## src/rtl/emissor_codigo.sv

```systemverilog
`default_nettype none
// ============================================================================
// emissor_codigo: plays a stored digit code into the lock entry port (numero/insere).
// Optional macro ERRO_INJ_EN prepends a complemented first digit. Rev 1.0
// ============================================================================
module emissor_codigo #(
   parameter int unsigned COMPRIMENTO = 6,
   parameter int unsigned INTERVALO   = 3,
   parameter logic [31:0] CODIGO      = 32'h00590981
) (
   input  logic       clk,
   input  logic       reset,
   input  logic       start,
   input  logic       injeta,
   output logic [4:1] numero,
   output logic       insere,
   output logic       ocupado,
   output logic       fim
);

   localparam logic [2:0] ULTIMO = 3'(COMPRIMENTO - 1);
   localparam logic [3:0] CARGA  = 4'(INTERVALO);
   localparam logic [3:0] DIGITO0 = CODIGO[4*(COMPRIMENTO-1) +: 4];

   typedef enum logic [1:0] {
      OCIOSO = 2'd0,
      EMITE  = 2'd1,
      ESPERA = 2'd2,
      FIM    = 2'd3
   } estado_t;

   estado_t    estado, prox_estado;
   logic [2:0] indice, prox_indice;
   logic [3:0] contador, prox_contador;
   logic [3:0] digito;
   logic [4:0] desloc;
   logic [3:0] prox_numero;
   logic       prox_insere, prox_ocupado, prox_fim;
   logic       extra;

`ifdef ERRO_INJ_EN
   // extra marks the injected strobe; cleared when its gap ends so the index stays at 0
   always_ff @(posedge clk) begin
      if (reset)
         extra <= 1'b0;
      else if (estado == OCIOSO && start)
         extra <= injeta;
      else if (estado == ESPERA && contador == 4'd1)
         extra <= 1'b0;
   end
`else
   logic unused_injeta;
   assign unused_injeta = injeta;
   assign extra         = 1'b0;
`endif

   always_comb begin
      desloc = 5'((COMPRIMENTO - 1 - 32'(indice)) * 4);
      digito = extra ? ~DIGITO0 : 4'(CODIGO >> desloc);
   end

   always_comb begin
      prox_estado   = estado;
      prox_indice   = indice;
      prox_contador = contador;
      prox_numero   = 4'd0;
      prox_insere   = 1'b0;
      prox_ocupado  = 1'b0;
      prox_fim      = 1'b0;
      case (estado)
         OCIOSO: begin
            if (start) begin
               prox_indice = 3'd0;
               prox_estado = EMITE;
            end
         end
         EMITE: begin
            prox_insere  = 1'b1;
            prox_ocupado = 1'b1;
            prox_numero  = digito;
            if (!extra && indice == ULTIMO) begin
               prox_estado = FIM;
            end else begin
               prox_contador = CARGA;
               prox_estado   = ESPERA;
            end
         end
         ESPERA: begin
            prox_ocupado  = 1'b1;
            prox_numero   = numero;
            prox_contador = contador - 4'd1;
            if (contador == 4'd1) begin
               prox_estado = EMITE;
               if (!extra)
                  prox_indice = indice + 3'd1;
            end
         end
         FIM: begin
            prox_fim    = 1'b1;
            prox_estado = OCIOSO;
         end
         default: prox_estado = OCIOSO;
      endcase
   end

   // Outputs are registered from the current state, giving one cycle of latency
   always_ff @(posedge clk) begin
      if (reset) begin
         estado   <= OCIOSO;
         indice   <= 3'd0;
         contador <= 4'd0;
         numero   <= 4'd0;
         insere   <= 1'b0;
         ocupado  <= 1'b0;
         fim      <= 1'b0;
      end else begin
         estado   <= prox_estado;
         indice   <= prox_indice;
         contador <= prox_contador;
         numero   <= prox_numero;
         insere   <= prox_insere;
         ocupado  <= prox_ocupado;
         fim      <= prox_fim;
      end
   end

endmodule
`default_nettype wire

```

## config.mk

```make
export PLATFORM = sky130hd
export DESIGN_NAME = emissor_codigo
export DESIGN_NICKNAME = d
export VERILOG_FILES = /design/src/rtl/emissor_codigo.sv
export SDC_FILE = /design/constraint.sdc
export NUM_CORES = 1
export LEC_CHECK = 0
export ABC_AREA = 1
export CORE_MARGIN = 4
export CORE_UTILIZATION = 30
export CTS_CLUSTER_DIAMETER = 30
export DETAILED_ROUTE_END_ITERATION = 12
export GPL_TIMING_DRIVEN = 0
export HOLD_SLACK_MARGIN = 0.02
export SLEW_MARGIN = 0
export SYNTH_ARGS = -nofsm -noshare
export SYNTH_HDL_FRONTEND = slang
export SYNTH_SLANG_ARGS = --single-unit
```

## constraint.sdc

```tcl
create_clock -name clk -period 3 [get_ports clk]
set_clock_uncertainty 0.05 [all_clocks]
set_input_delay 0.6 -clock clk [delete_from_list [all_inputs] [get_ports clk]]
set_output_delay 0.6 -clock clk [all_outputs]
set_load 0.005 [all_outputs]
```

* Word-level counts from Yosys, hierarchy flattened
Index checks and enable logic that the tools add are counted.
Word-level totals: bits in registers 16, bits of input ports 4, output and inout bits 7, logic and storage cells 39
Operators by class: add/sub/neg operators 3, equal/unequal tests 8, shift-type cells 1, muxes and demuxes 13, reduce and logical (&&, ||, !) cells 7
Operators with widths (count):
- right shift 23 x 5 -> 4 bit, first input constant | 1
- one-hot mux 4 bit (2 select lines) | 2
- one-hot mux 2 bit (4 select lines) | 1
- two-way mux 3 bit | 2
- inequality test 2 bit, second input constant | 3
- one-hot mux 3 bit (2 select lines) | 1
- == test 2 bit, second input constant | 2
- == test 4 x 1 -> 1 bit, second input constant | 1
- two-way mux 1 bit | 4
- two-way mux 2 bit | 2
- two-way mux 4 bit | 1
- AND reduction 2 bit | 2
- nonzero test 2 bit | 2
- subtractor 4 x 1 -> 4 bit, second input constant | 1
- adder 3 x 1 -> 3 bit, second input constant | 1
- == test 3 bit, second input constant | 1
- AND reduction 3 bit | 1
- subtractor 3 bit, first input constant | 1
- == test 2 x 1 -> 1 bit, second input constant | 1
- zero test 2 bit | 1
- OR reduction 2 bit | 1

* Longest topological paths before layout
depth after elaboration 3, mapped depth 8, mapped depth without buffers 8

* Worst setup path before layout
No wires, ideal clock.
path type register -> register, start reg estado[0], end reg indice[0], setup time 71 ps, data arrival time 1152 ps, required time 2879 ps, path slack 1728 ps, cell stages (with the launch flop) 7, buffers on the path 0, period minus slack after synthesis 1272 ps, cells stage by stage dfxtp_1 > inv_1 > ha_1 > or2_1 > nand3_1 > nand2_1 > a21oi_1
On the way: longest elaborated chain between the ends 3, elaborated cells between the ends (all ways) 7, those cells by class 3 x eq/ne; 1 x mux; 3 x reduce/logical
Ends and longest elaborated chain:
- from (decl) | line 32 | estado_t estado, prox_estado;
- from (signal assigned) | line 117 | estado <= prox_estado;
- == test 2 bit / zero test 2 bit (equally long branches) | line 70 | case (estado)
- inequality test 2 bit (no line) / nonzero test 2 bit (equally long branches)
- AND reduction 3 bit (no line)
- to (signal assigned) | line 118 | indice <= prox_indice;
- to (decl) | line 33 | logic [2:0] indice, prox_indice;
Parallel ways exist; a longest one is shown, timed or not. A chain may end at the register's enable or synchronous reset.

* Worst setup path in the final report
start reg numero[4] in the netlist's numbering, end out numero[4] in the netlist's numbering
RTL lines:
- from (decl) | line 15 | output logic [4:1] numero,
- from (signal assigned) | line 120 | numero <= prox_numero;
No word-level cell between the ends.

==> flow_summary.json <==
{
  "status": "completed",
  "final.period_utilization_pct": 58.9,
  "peakVddDrop_v": 0.000315,
  "drtIter0Drc": 14,
  "antenna_found_initial": 0,
  "clock_path_buffers": 2,
  "rsz0062_at_grt": "no",
  "postPlaceCellArea_um2": 928,
  "p_total_w": 0.000557,
  "arrival_ns": 1.12,
  "gp_congestion": 0.801,
  "ys.flop_type": "dfxtp_1",
  "grt_overflow": 0,
  "final_antenna_net_count": 0,
  "grt.total_usage_pct": 9.61,
  "cts_root_buf": "clkbuf_4",
  "die_width_um": 60.0,
  "synth_nets": 120,
  "hold_violations": 0,
  "avgSynthCellArea_um2": 7.65,
  "fin_ws_ns": 1.23,
  "die_area_um2": 3600,
  "hpwl_um": 1090,
  "final_cell_area_um2": 955,
  "pre_cts_slack_ns": 1.20,
  "worstPathRequired_ns": 2.35,
  "syn_to_final_growth_pct": 17.7,
  "path_depth": 1,
  "core_area_um2": 2520,
  "async_flop_share_pct": 0,
  "cts.sinks": 15,
  "crit_path_end_kind": "output pin",
  "grt_max_degree": 11,
  "initial_core_util_pct": 32.1,
  "num_antenna_cells": 0,
  "first_pass_iters": 4,
  "slowest_stage": "clkdlybuf4s50_1",
  "finalSetupViolations": 0,
  "crit_type": "reg2out",
  "crit_path_max_fanout": 2,
  "clkLatencyLatePin_ns": 0.28,
  "fin_nets": 133,
  "layout-drive-gt1-share_pct": 8.47,
  "cts_hold_buf": 0,
  "fillers": 283,
  "fin_crit_ns": 1.77,
  "finalWirelength_um": 1390,
  "r2r_cells": 6,
  "clk_pin_slew_ns": 0.09,
  "final_max_slew_viol_count": 0,
  "routedWlPerCell_um": 9.39,
  "cts_tree": "done",
  "via_count": 660,
  "first_global_vias": 638,
  "fin_util_pct": 37.8,
  "hold_path_depth": 2,
  "path_buf_inv": 1,
  "synth-edff-count": 0,
  "setup-tns-final_ns": 0,
  "max_freq_mhz": 566,
  "grt_first_pass_wirelength_um": 2590,
  "syn_area_um2": 811,
  "die_h_um": 60.0,
  "num_rows": 18,
  "yosysWarnings": 0,
  "power_leakage_nw": 0.402,
  "final_cell_mix": "21 x nand2_1, 16 x inv_1, 15 x dfxtp_1",
  "viasPerCell": 4.46,
  "synth_seq_area_share_pct": 37.0,
  "hp-class": "reg2reg",
  "htreeDepth": 1,
  "cp_slowest_stage_delay_ns": 0.50,
  "numCtsBuffers": 3,
  "cts_setup_buffers": 0,
  "num_io_pins": 11,
  "cpLargestDelayFamily": "buffers and inverters",
  "synth_seq_cells": 15,
  "powerDensity_nw_per_um2": 583,
  "drc": 0,
  "maxCapViolations": 0,
  "path_cells": "clkdlybuf4s50_1",
  "synthDistinctLibCells": 20,
  "synthCells": 106,
  "start_kind": "flip-flop",
  "io_buffers": 8,
  "ctsResizeCount": 0,
  "mostFrequentLayoutCell": "nand2_1"
}
[sequential cells by signal, indices dropped and copies added (netlist names)]
register,count
contador,4
indice,3
numero,3
estado,2
fim,1
insere,1
ocupado,1
[cell usage after synthesis (2+ instances only)]
| cell type | n | area (um^2) |
|---|---|---|
| o211ai_1 | 2 | 15.0 |
| ha_1 | 10 | 125 |
| nand3_1 | 8 | 40.0 |
| dfxtp_1 | 15 | 300 |
| nand2_1 | 21 | 78.8 |
| nor2_1 | 7 | 26.3 |
| nand4_1 | 4 | 25.0 |
| buf_4 | 2 | 15.0 |
| o21ai_0 | 2 | 10.0 |
| inv_1 | 16 | 60.1 |
| a21oi_1 | 10 | 50.1 |
[kinds of logic after synthesis]
group	count (synthesis)	synth area share, %
XOR/XNOR	1	1.08
buffers and inverters	19	9.72
AND/OR/NAND/NOR	45	25.9
other	1	0.463
adder cells (fa/ha/maj)	10	15.4
flip-flops	15	37.0
AO/OA/AOI/OAI	15	10.3
[per-layer routing]
metal,track usage (%),vias to the layer above,part of all wire [%]
li1,-,363,-
met2,14.7,8,44
met3,3.02,4,4.2
met1,11.7,285,50
met5,0,-,0
met4,5.70,0,2.3
[through the flow]
| stage | instances | hold slack, ns |
|---|---|---|
| detailed placement | 144 | 0.403 |
| global route | 148 | 0.456 |
| global placement | 144 | 0.397 |
| CTS | 148 | 0.416 |
| floorplan | 106 | 0.403 |
| finish | 148 | 0.408 |
[final timing paths]
| path | start | endpoint | slack (ns) |
|---|---|---|---|
| worst min register to register | numero[1] | numero[1] | 0.41 |
| worst max-delay path | numero[4] | numero[4] | 1.23 |
| worst min-delay path | numero[1] | numero[1] | 0.41 |
| worst max register to register | estado[0] | numero[1] | 1.59 |
[report_power, final]
part	switching (W)	internal [W]	leakage (nW)	total, W
clock	0.0000608	0.0000516	0.0150	0.000112
combinational	0.000111	0.0000847	0.265	0.000196
sequential	0.0000191	0.000229	0.123	0.000248
[final cells by class]
class                      instances  area, um^2  area share (%)
multi-input combinational         72         432            45.2
tap                               30        37.5            3.93
clock buffer                       4        26.3            2.75
sequential                        15         300            31.5
timing repair buffer               8        80.1            8.39
buffer                             3        18.8            1.97
inverter                          16        60.1            6.29
No activity file was read; power rests on OpenSTA's default activity.
